**src/rtl/arb_pkg.sv**
```systemverilog
// rtl/arb_pkg.sv - shared constants and state encoding for the round-robin arbiter
package arb_pkg;

  localparam int N_REQ = 4;
  localparam int IDX_W = 2;

  typedef enum logic {
    ST_IDLE = 1'b0,
    ST_BUSY = 1'b1
  } arb_state_e;

endpackage

```
**src/rtl/grant_decoder2to4.sv**
```systemverilog
// rtl/grant_decoder2to4.sv - 2-to-4 one-hot decoder with enable
module grant_decoder2to4 (
  input  logic e,
  input  logic x0,
  input  logic x1,
  output logic y0,
  output logic y1,
  output logic y2,
  output logic y3
);

  assign y0 = e & ~x1 & ~x0;
  assign y1 = e & ~x1 &  x0;
  assign y2 = e &  x1 & ~x0;
  assign y3 = e &  x1 &  x0;

endmodule

```
**src/rtl/rr_arbiter4.sv**
```systemverilog
// rtl/rr_arbiter4.sv - four-requester round-robin arbiter with optional hold limit
module rr_arbiter4
  import arb_pkg::*;
#(
  parameter int unsigned MAX_HOLD = 8
) (
  input  logic             clk,
  input  logic             rst,
  input  logic [N_REQ-1:0] req,
  output logic [N_REQ-1:0] gnt,
  output logic [IDX_W-1:0] gnt_id,
  output logic             gnt_valid
);

  localparam logic [7:0] HOLD_LIM = MAX_HOLD[7:0];
  localparam bit         HOLD_EN  = (MAX_HOLD != 0);

  arb_state_e       state_q, state_d;
  logic [IDX_W-1:0] ptr_q, ptr_d;
  logic [IDX_W-1:0] owner_q, owner_d;
  logic [7:0]       hold_q, hold_d;

  logic [N_REQ-1:0] others;
  logic [IDX_W-1:0] next_ptr;
  logic             release_ev;

  // First set bit of mask scanning ptr, ptr+1, ... modulo 4.
  function automatic logic [IDX_W-1:0] pick(input logic [N_REQ-1:0] mask,
                                            input logic [IDX_W-1:0] ptr);
    logic [IDX_W-1:0] idx;
    pick = ptr;
    for (int k = N_REQ - 1; k >= 0; k--) begin
      idx = ptr + IDX_W'(k);
      if (mask[idx]) pick = idx;
    end
  endfunction

  assign others     = req & ~(N_REQ'(1) << owner_q);
  assign next_ptr   = owner_q + IDX_W'(1);
  assign release_ev = ~req[owner_q] | (HOLD_EN && (hold_q == HOLD_LIM));

  always_comb begin
    state_d = state_q;
    ptr_d   = ptr_q;
    owner_d = owner_q;
    hold_d  = hold_q;
    if (state_q == ST_IDLE) begin
      if (|req) begin
        state_d = ST_BUSY;
        owner_d = pick(req, ptr_q);
        hold_d  = 8'd1;
      end
    end else if (!release_ev) begin
      if (hold_q != 8'hFF) hold_d = hold_q + 8'd1;
    end else begin
      ptr_d = next_ptr;
      if (|others) begin
        owner_d = pick(others, next_ptr);
        hold_d  = 8'd1;
      end else if (req[owner_q]) begin
        // lone requester hit the hold limit: re-grant without a gap
        hold_d = 8'd1;
      end else begin
        state_d = ST_IDLE;
        owner_d = '0;
        hold_d  = 8'd0;
      end
    end
  end

  always_ff @(posedge clk) begin
    if (rst) begin
      state_q <= ST_IDLE;
      ptr_q   <= '0;
      owner_q <= '0;
      hold_q  <= 8'd0;
    end else begin
      state_q <= state_d;
      ptr_q   <= ptr_d;
      owner_q <= owner_d;
      hold_q  <= hold_d;
    end
  end

  // owner_q is cleared whenever the arbiter goes idle, so gnt_id reads 0 then
  assign gnt_valid = (state_q == ST_BUSY);
  assign gnt_id    = owner_q;

  grant_decoder2to4 u_dec (
    .e  (gnt_valid),
    .x0 (owner_q[0]),
    .x1 (owner_q[1]),
    .y0 (gnt[0]),
    .y1 (gnt[1]),
    .y2 (gnt[2]),
    .y3 (gnt[3])
  );

endmodule

```
**config.mk**
```make
export PLATFORM = sky130hd
export DESIGN_NAME = rr_arbiter4
export DESIGN_NICKNAME = d
export VERILOG_FILES = /design/src/rtl/arb_pkg.sv /design/src/rtl/grant_decoder2to4.sv /design/src/rtl/rr_arbiter4.sv
export SDC_FILE = /design/constraint.sdc
export NUM_CORES = 1
export LEC_CHECK = 0
export CORE_MARGIN = 2
export CORE_UTILIZATION = 35
export DETAILED_ROUTE_END_ITERATION = 6
export SKIP_CTS_REPAIR_TIMING = 1
export SYNTH_ARGS = -nofsm -noshare
export SYNTH_HDL_FRONTEND = slang
export SYNTH_SLANG_ARGS = --single-unit
export TNS_END_PERCENT = 20
```
**constraint.sdc**
```tcl
create_clock -name clk -period 2.2 [get_ports clk]
set_clock_uncertainty 0.2 [all_clocks]
set_input_delay 0.44 -clock clk [delete_from_list [all_inputs] [get_ports clk]]
set_output_delay 0.44 -clock clk [all_outputs]
set_load 0.05 [all_outputs]
```
Yosys cells after proc, flatten, opt, wreduce, memory -nomap -nowiden. Index checks and enable logic that the tools add are counted.

Register bits: 13. Latch bits: 0. RAM bits: 0. Memory bits (read-only): 0. Input bits: 6. Output and inout port bits: 7. Word-level logic and storage cells: 87. Memories kept: 0.

Add/subtract/negate cells: 8. Multiply operators: 0. Div/mod/pow operators: 0. Order comparisons: 9. Equal/unequal tests: 5. Shift operators: 1. Multiplexer cells: 42. Bitwise logic cells: 12. Reduce and logical (&&, ||, !) cells: 6.

Operators by type and width (count): 8-bit 2-to-1 mux (4); 2-bit by 3-bit < comparator with 1-bit output (second input constant) (9); 2-bit 2-to-1 mux (13); 1-bit binary-select mux with 2-bit select (9); 1-bit 2-to-1 mux (16); 2-bit adder (second input constant) (4); 8-bit by 1-bit adder with 8-bit output (second input constant) (1); 8-bit by 4-bit == test with 1-bit output (second input constant) (1); 8-bit inequality test (second input constant) (1); 4-bit OR reduction (2); 2-bit by 1-bit adder with 2-bit output (second input constant) (3); 1-bit AND (6); 4-bit AND (1); 4-bit NOT (1); 2-bit AND reduction (2); 1-bit by 2-bit left shift with 4-bit output (first input constant) (1); 3-bit by 1-bit inequality test with 1-bit output (second input constant) (1); 3-bit inequality test (second input constant) (1); 1-bit NOT (3); 3-bit AND reduction (1); 2-bit by 1-bit inequality test with 1-bit output (second input constant) (1); 2-bit nonzero test (1); 1-bit OR (1).

Depth between registers and ports, before layout. Gate-level depths: netlist of the first run.

Depth in word-level cells: 12. Mapped depth: 8. Mapped depth without buffers: 7.

By module. Synthesis of the first run repeated with hierarchy kept, for this count alone.

Cell total of the unflattened synthesis: 142. Area, all modules: 1154.9 sq um.

Modules (own cells, without submodules): rr_arbiter4 (times used 1, cells each 138, area each 1117.3 sq um, seq. area each 260.2 sq um); grant_decoder2to4 (times used 1, cells each 4, area each 37.5 sq um, seq. area each 0.0 sq um).

Least setup slack after synthesis of the first run. Ideal clock, no wire load.

Kind: reg-to-output. From: reg state_q (netlist: gnt_valid). To: out gnt[0]. Arrival: 1.562 ns. Required time: 1.560 ns. Setup slack: -0.002 ns. Cell stages (with the launch flop): 5. Buffers on the path: 2. Path through: dfxtp_1 -> buf_1 -> inv_1 -> nor3_1 -> buf_4.

Cells in the longest elaborated chain, start to end: 2.

Ends and longest elaborated chain: start: declaration (line rr_arbiter4.sv:18) `arb_state_e state_q, state_d;`; start signal: assignment (line rr_arbiter4.sv:78) `state_q <= state_d;`; 1-bit AND (2 in series) (line grant_decoder2to4.sv:12) `assign y0 = e & ~x1 & ~x0;`; end: declaration (line rr_arbiter4.sv:10) `output logic [N_REQ-1:0] gnt,`.

No other way between the ends.

Final worst setup path of the first run.
From: reg hold_q[1]. To: reg owner_q[0] (netlist: gnt_id[0]).

Cells in the longest elaborated chain, start to end: 4.

Ends and longest elaborated chain: start: declaration (line rr_arbiter4.sv:21) `logic [7:0] hold_q, hold_d;`; start signal: assignment (line rr_arbiter4.sv:81) `hold_q <= hold_d;`; 8-bit by 4-bit == test with 1-bit output (line rr_arbiter4.sv:40) `assign release_ev = ~req[owner_q] | (HOLD_EN && (hold_q == HOLD_LIM));`; 1-bit OR (line rr_arbiter4.sv:40); 2-bit by 1-bit inequality test with 1-bit output (no source line); 3-bit AND reduction (no source line); end signal: assignment (line rr_arbiter4.sv:80) `owner_q <= owner_d;`; end: declaration (line rr_arbiter4.sv:20) `logic [IDX_W-1:0] owner_q, owner_d;`.

No other way between the ends. A chain may end at the register's enable or synchronous reset.

==> results of run 1 <==
## worst paths after layout
kind	endpoint	from
worst min-delay path	ptr_q[1]$_SDFFE_PP0P_	ptr_q[1]$_SDFFE_PP0P_
worst min register to register	ptr_q[1]$_SDFFE_PP0P_	ptr_q[1]$_SDFFE_PP0P_
worst max register to register	gnt_id[0]$_SDFFE_PP0P_	hold_q[1]$_SDFFE_PP0P_
worst max-delay path	gnt_id[0]$_SDFFE_PP0P_	hold_q[1]$_SDFFE_PP0P_
## cell families (layout without fill, tap and decap cells)
group	after synthesis	count (layout)	synth area share
xor gates and xnor gates	4	4	0.0309
muxes	3	3	0.0486
adders and majority gates	6	6	0.0662
buffers and inverters	19	56	0.0861
AOI/OAI and AO/OA	36	36	0.240
DFF	13	13	0.230
and+or+nand+nor	62	62	0.299
## final cells by class
cell class	instances	area (um^2)
repair buffers	45	427
well taps	44	55.1
fillers	307	1450
inverters	7	26.3
flip-flops and latches	13	269
clock buffers	4	26.3
multi-input cells	111	823
## worst max-delay path, cell delays in order, from the launching register on
cell      delay [ps]
dfxtp_2          340
inv_2             70
ha_4             120
or4b_4           480
o211a_4          260
a311oi_4         290
a21oi_2           90
a311oi_1         210
## power by group
group          internal, uW  switching, uW
sequential              258           30.2
clock                  70.4           85.1
combinational           298            305
## Yosys cell counts, types with 2 or more instances
library cell,n
nor3_1,12
a211oi_1,2
nand2_1,7
nor2_1,13
o21ai_0,6
clkbuf_1,2
mux4_2,2
nand2b_1,7
dfxtp_1,13
a311oi_1,3
inv_1,7
ha_1,6
nor3b_1,4
and2_1,2
nand3_1,5
nor2b_1,2
xnor2_1,4
buf_4,6
a21oi_1,10
and3_1,2
buf_2,3
## registers in the layout, summed over array words and instances, names as in the netlist
| signal | cells |
|---|---|
| gnt_valid | 1 |
| gnt_id | 2 |
| hold_q | 8 |
| ptr_q | 2 |
## stage by stage
step / TNS (ps) / utilization
2_1_floorplan: -0.0142 / -
6_report: 0 / 0.528
4_1_cts: -311 / 0.504
5_1_grt: -217 / 0.528
3_5_place_dp: -3430 / 0.495
3_3_place_gp: -2950 / 0.495
## layout by cell type (no fill, tap or decap), drive strengths merged, types with 2 or more instances in the layout
cell type and count:
clkbuf 4, nor3 12, nand2b 7, nor2 13, nand2 7, and2 2
a21oi 10, nand3 5, nor2b 2, o21ai 7, a311oi 4, dfxtp 13
ha 6, buf 40, nor3b 4, xnor2 4, a211oi 2, dlymetal6s2s 4
mux4 2, and3 2, inv 7
## routing by layer
| metal | vias to the layer above | routed length (um) | GRT usage |
|---|---|---|---|
| li1 | 593 | - | - |
| met1 | 570 | 1360 | 0.224 |
| met3 | 6 | 82 | 0.0448 |
| met4 | 0 | 51 | 0.0683 |
| met2 | 23 | 1660 | 0.312 |
| met5 | - | 0 | 0 |
==> impl_metrics.ini, run 1 <==
[final_layout]
area_growth_pct = 43.5
fin_cells = 224
nets = 193
diodes = 0
drive_above_1_share = 0.361
fin_area_um2 = 1630

[status]
outcome = finished, final reports clean

[global_routing]
antenna_found_initial = 0
grt_max_degree = 15
grt-ovfl-total = 0
grtUsageTotal = 0.183
grt_pass1_wl_mm = 5.00
grt_pass1_vias = 1097

[timing]
fin_ws_ps = 52.3
tightest_slew_ps = 351
slew_headroom = 0.764
min_period_ps = 2150
rsz0062_at_grt = yes
slew_violations = 0
final_hold_viol_count = 0
period_share = 0.976
setup_viol = 0
fmax_mhz = 466
hold_ws_ps = 315

[routing]
drt_iter0_drc = 60
routed_via_density = 5.32
antenna_left = 0
vias = 1192
wl_per_cell_um = 14.1
wl_mm = 3.15
dr.pass1.iters = 5
drc = 0

[power_and_ir_drop]
peakVddDrop_uv = 261
power_density_nw_per_um2 = 643
p_leak_uw = 0.000647
power_uw = 1050

[die]
fp-row-count = 20
start_util = 0.368
die_height_um = 60.9
coreArea_um2 = 3080
die_w_um = 60.9
dieArea_um2 = 3710
ioPinCount = 13

[setup_path]
required_ps = 2190
criticalPathCategory = flop to flop
ff2ff_path_depth = 7
ff2ff_setup_slack_ps = 50
crit_arrival_ps = 2140
cp-start-kind = flop
crit_path_end_kind = flop
crit_fanout = 4

[yosys]
synth_top_area_cell = dfxtp_1
ys_seq_area_frac = 0.230
synthArstFlopShare = 0
synth.top_cell.area_share = 0.230
synth_flop_cell = dfxtp_1
synthesis.nets = 155
synthCells = 143
ys_seq_elements = 13
synth_area_um2 = 1130
yosys_warnings = 0
synth.top_cells.by_area = dfxtp_1, ha_1, nor3_1, a21oi_1, nor2_1
synth.avg_cell_area_um2 = 7.93
ys_types = 46
synth_edf_count = 0

[clock_tree]
tritoncts.num_buffers = 3
cts_root_buf = clkbuf_4
clk_latency_ps = 280
tritoncts = yes
htree_num_levels = 1
cts.sinks = 13
cts_max_path_buffers = 2
clk_pin_slew_ps = 90

[flow_run]
max-cap-violations = 0

[placement]
io_buffers = 12
gp_congestion = 0.882
dpl.cell_count = 219
pre_cts_ws_ps = -382
place_area_um2 = 1520
dp_hpwl_mm = 2.37

[worst_hold_path]
holdPathStages = 2
min_path_type = flop to flop
(Power assumes the default switching activity.)
==> run 2: changes to the inputs <==
Settings changed: CELL_PAD_IN_SITES_DETAIL_PLACEMENT set to 0, CELL_PAD_IN_SITES_GLOBAL_PLACEMENT set to 1, PLACE_DENSITY_LB_ADDON set to 0.1.
Clock period 2.2 ns to 2 ns, I/O delays scaled along.
==> impl_metrics.ini, run 2 (synthesis results as in run 1) <==
[status]
outcome = complete, but fails checks
violations = setup timing

[die]
start_util = 0.368
fp-row-count = 20
die_w_um = 60.9
die_height_um = 60.9
coreArea_um2 = 3080
dieArea_um2 = 3710
ioPinCount = 13

[final_layout]
largest_register = hold_q
drive_above_1_share = 0.426
fill_cells = 288
largest_register_ffs = 8
fin_cells = 232
nets = 201
multi_input_area_um2 = 876
area_growth_pct = 55.6
final_cell_mix = buf_4, nor2_1, dfxtp_1, a21oi_1
diodes = 0
register_area_um2 = 269
final_common_cell = buf_4

[routing]
antenna_left = 0
drt_iter0_drc = 46
drc = 0
wl_per_cell_um = 14.8
dr.pass1.iters = 4
routed_via_density = 5.34
vias = 1240
wl_mm = 3.43

[global_routing]
grt_pass1_wl_mm = 5.51
grt_pass1_vias = 1133
antenna_found_initial = 0
grt-ovfl-total = 0
grt_max_degree = 12
grtUsageTotal = 0.200

[setup_path]
required_ps = 1990
worst-path-buf-inv = 1
cp-start-kind = flop
worstReg2RegStart = hold_q[0]$_SDFFE_PP0P_
criticalPathCategory = flop to flop
crit_family = compound AO/OA/AOI/OAI gates
crit_arrival_ps = 2170
crit_start = hold_q[0]$_SDFFE_PP0P_
crit_path_end_kind = flop
critPathMaxStageDelay_ps = 490
crit_fanout = 4
path_cells = inv_2 > ha_4 > or4b_4 > o211a_4 > a311oi_4 > a21oi_2 > a311oi_2
cp_slowest_cell = or4b_4

[timing]
rsz0062_at_grt = yes
period_share = 1.09
min_period_ps = 2180
final_hold_viol_count = 0
slew_violations = 0
fin_ws_ps = -180
setup_viol = 5
slew_headroom = 0.766
tightest_slew_ps = 349
hold_ws_ps = 324
fmax_mhz = 459

[flow_run]
max-cap-violations = 0

[power_and_ir_drop]
p_leak_uw = 0.000698
power_frac_comb = 0.603
power_density_nw_per_um2 = 694
peakVddDrop_uv = 405
clkPwrFrac = 0.136
p_sw_frac = 0.399
power.internal_uw = 735
seqPwrFrac = 0.260
switching_power_uw = 489

[clock_tree]
cts.sinks = 13
htree_num_levels = 1
cts_max_path_buffers = 2
clk_latency_ps = 280
tritoncts = yes
tritoncts.num_buffers = 3
cts_root_buf = clkbuf_4
clk_pin_slew_ps = 80

[placement]
io_buffers = 12
gp_congestion = 0.841
pre_cts_ws_ps = -642
dpl.cell_count = 226
dp_hpwl_mm = 2.58

[worst_hold_path]
min-delay-start = ptr_q[1]$_SDFFE_PP0P_
min_path_type = flop to flop
run 2: changes by cell type in the layout (fill, tap and decap cells not counted), moves of 2 or more:
cell | before | now
o21ai_2 | 2 | 0
dfxtp_2 | 4 | 1
buf_4 | 34 | 40
buf_12 | 5 | 7
nor3_2 | 0 | 5
a311oi_1 | 3 | 1
nor3_1 | 12 | 7
dfxtp_1 | 8 | 10
a311oi_2 | 0 | 2
run 2: final timing paths:
| path | end | slack (ps) | cells past startpoint |
|---|---|---|---|
| max | gnt_id[0]$_SDFFE_PP0P_ | -180 | 7 |
| max reg2reg | gnt_id[0]$_SDFFE_PP0P_ | -180 | 7 |
| min reg2reg | ptr_q[1]$_SDFFE_PP0P_ | 320 | 2 |
| min | ptr_q[1]$_SDFFE_PP0P_ | 320 | 2 |
run 2: final cells by class:
type	instances	share of cell area
flip-flops and latches	13	0.152
multi-input cells	111	0.496
inverters	7	0.0149
well taps	44	0.0312
repair buffers	53	0.290
clock buffers	4	0.0149
run 2: worst min-delay path: stages (launching register included):
cell,delay [ps]
dfxtp_1,350
nand2_1,70
a21oi_1,60
run 2: layer usage:
layer | track usage | wire length (um) | vias to the layer above | share of wire
met1 | 0.287 | 1730 | 610 | 0.50
met2 | 0.309 | 1560 | 19 | 0.45
li1 | - | - | 609 | -
met5 | 0 | 0 | - | 0
met4 | 0.0280 | 14 | 0 | 0.0041
met3 | 0.0512 | 128 | 2 | 0.037
run 2: power by group through the flow:
stage | registers, uW | logic, uW | clock network (uW)
floorplan | 317 | 370 | 0
global placement | 318 | 667 | 0
detailed placement | 320 | 668 | 0
CTS | 314 | 672 | 171
global route | 323 | 791 | 183
finish | 319 | 738 | 167
run 2: through the flow:
step                power (uW)   util  setup TNS, ps  cell area, um^2
finish                    1220  0.573           -379             1760
global route              1300  0.573          -1170             1760
global placement           986  0.520          -5700             1600
floorplan                  687      -           -320             1140
CTS                       1160  0.529          -2960             1630
detailed placement         989  0.520          -5900             1600
==> run 3: changes to the inputs <==
Settings changed: CTS_CLUSTER_DIAMETER set to 80, MAX_ROUTING_LAYER set to met4.
==> impl_metrics.ini, run 3 (synthesis results as in run 1) <==
[worst_hold_path]
min_path_type = flop to flop

[setup_path]
critPathMaxStageDelay_ps = 490
path_cells = inv_2 > ha_4 > or4b_4 > o211a_4 > a311oi_4 > nor2_1 > a311oi_1
crit_arrival_ps = 2130
cp-start-kind = flop
worst-path-buf-inv = 1
cp_slowest_cell = or4b_4
crit_path_end_kind = flop
crit_family = compound AO/OA/AOI/OAI gates
required_ps = 1990
criticalPathCategory = flop to flop
crit_fanout = 4

[final_layout]
fin_area_um2 = 1740
final_common_cell = buf_4
drive_above_1_share = 0.397
largest_register = hold_q
nets = 202
area_growth_pct = 53.3
diodes = 0
fill_cells = 316
final_cell_mix = buf_4, nor2_1, a21oi_1, nor3_1, dfxtp_1
largest_register_ffs = 8

[routing]
dr.pass1.iters = 4
wl_per_cell_um = 14.0
drt_iter0_drc = 39
drc = 0
vias = 1213
routed_via_density = 5.21
wl_mm = 3.26
antenna_left = 0

[timing]
slew_violations = 0
period_share = 1.07
slew_headroom = 0.776
tightest_slew_ps = 333
setup_tns_ps = -502
setup_viol = 9
fmax_mhz = 467
final_hold_viol_count = 0
hold_ws_ps = 340
min_period_ps = 2140
rsz0062_at_grt = yes
fin_ws_ps = -142

[global_routing]
grtUsageTotal = 0.198
grt_max_degree = 12
antenna_found_initial = 0
grt-ovfl-total = 0
grt_pass1_wl_mm = 5.22
grt_pass1_vias = 1126

[placement]
place_area_um2 = 1610
io_buffers = 12
gp_congestion = 0.847
dp_hpwl_mm = 2.55

[power_and_ir_drop]
p_leak_uw = 0.000712
peakVddDrop_uv = 317
power_density_nw_per_um2 = 691
power_uw = 1200

[clock_tree]
cts_max_path_buffers = 2
htree_num_levels = 1
clk_pin_slew_ps = 90
cts_root_buf = clkbuf_4
cts.sinks = 13
tritoncts = yes
tritoncts.num_buffers = 3
clk_latency_ps = 280

[die]
die_w_um = 60.9
fp-row-count = 20
start_util = 0.368
ioPinCount = 13
coreArea_um2 = 3080
die_height_um = 60.9
dieArea_um2 = 3710

[status]
violations = setup timing
outcome = complete, but fails checks

[flow_run]
max-cap-violations = 0
==> run 3: worst min-delay path, cell delays in order (launching register included) <==
cell,delay [ps]
dfxtp_2,360
nor2_1,90
a311oi_1,50
==> run 3: power by group <==
group / switching, uW / total [uW] / internal, uW
clock: 91.8 / 169 / 77.5
combinational: 350 / 717 / 367
sequential: 30.1 / 315 / 285
total: 472 / 1200 / 729
==> run 3: area by class of cell <==
| type | instances | area (um^2) | area share |
|---|---|---|---|
| multi-input combinational | 111 | 842 | 0.485 |
| timing repair buffer | 54 | 519 | 0.299 |
| inverter | 7 | 26.3 | 0.0151 |
| sequential | 13 | 269 | 0.155 |
| clock buffer | 4 | 26.3 | 0.0151 |
| tap | 44 | 55.1 | 0.0317 |
==> run 3: layer usage <==
metal | vias up | part of all wire | GRT usage | wire, um
met5 | - | 0 | - | 0
met1 | 564 | 0.49 | 0.289 | 1590
met4 | 0 | 0.0025 | 0.0280 | 8
met2 | 29 | 0.46 | 0.286 | 1490
li1 | 618 | - | - | -
met3 | 2 | 0.052 | 0.0448 | 170
==> run 3: metrics by stage <==
stage	setup WS, ps	instances	util
6_report	-142	233	0.565
5_1_grt	-231	233	0.565
4_1_cts	-306	231	0.531
3_5_place_dp	-566	227	0.523
3_3_place_gp	-566	227	0.523
2_1_floorplan	-160	143	-
==> run 3: final timing paths <==
path / startpoint / to / slack [ps] / cells past startpoint
hold reg to reg: gnt_id[1]$_SDFFE_PP0P_ / gnt_id[1]$_SDFFE_PP0P_ / 340 / 2
hold / removal: gnt_id[1]$_SDFFE_PP0P_ / gnt_id[1]$_SDFFE_PP0P_ / 340 / 2
setup reg to reg: hold_q[0]$_SDFFE_PP0P_ / gnt_id[1]$_SDFFE_PP0P_ / -140 / 7
setup / recovery: hold_q[0]$_SDFFE_PP0P_ / gnt_id[1]$_SDFFE_PP0P_ / -140 / 7
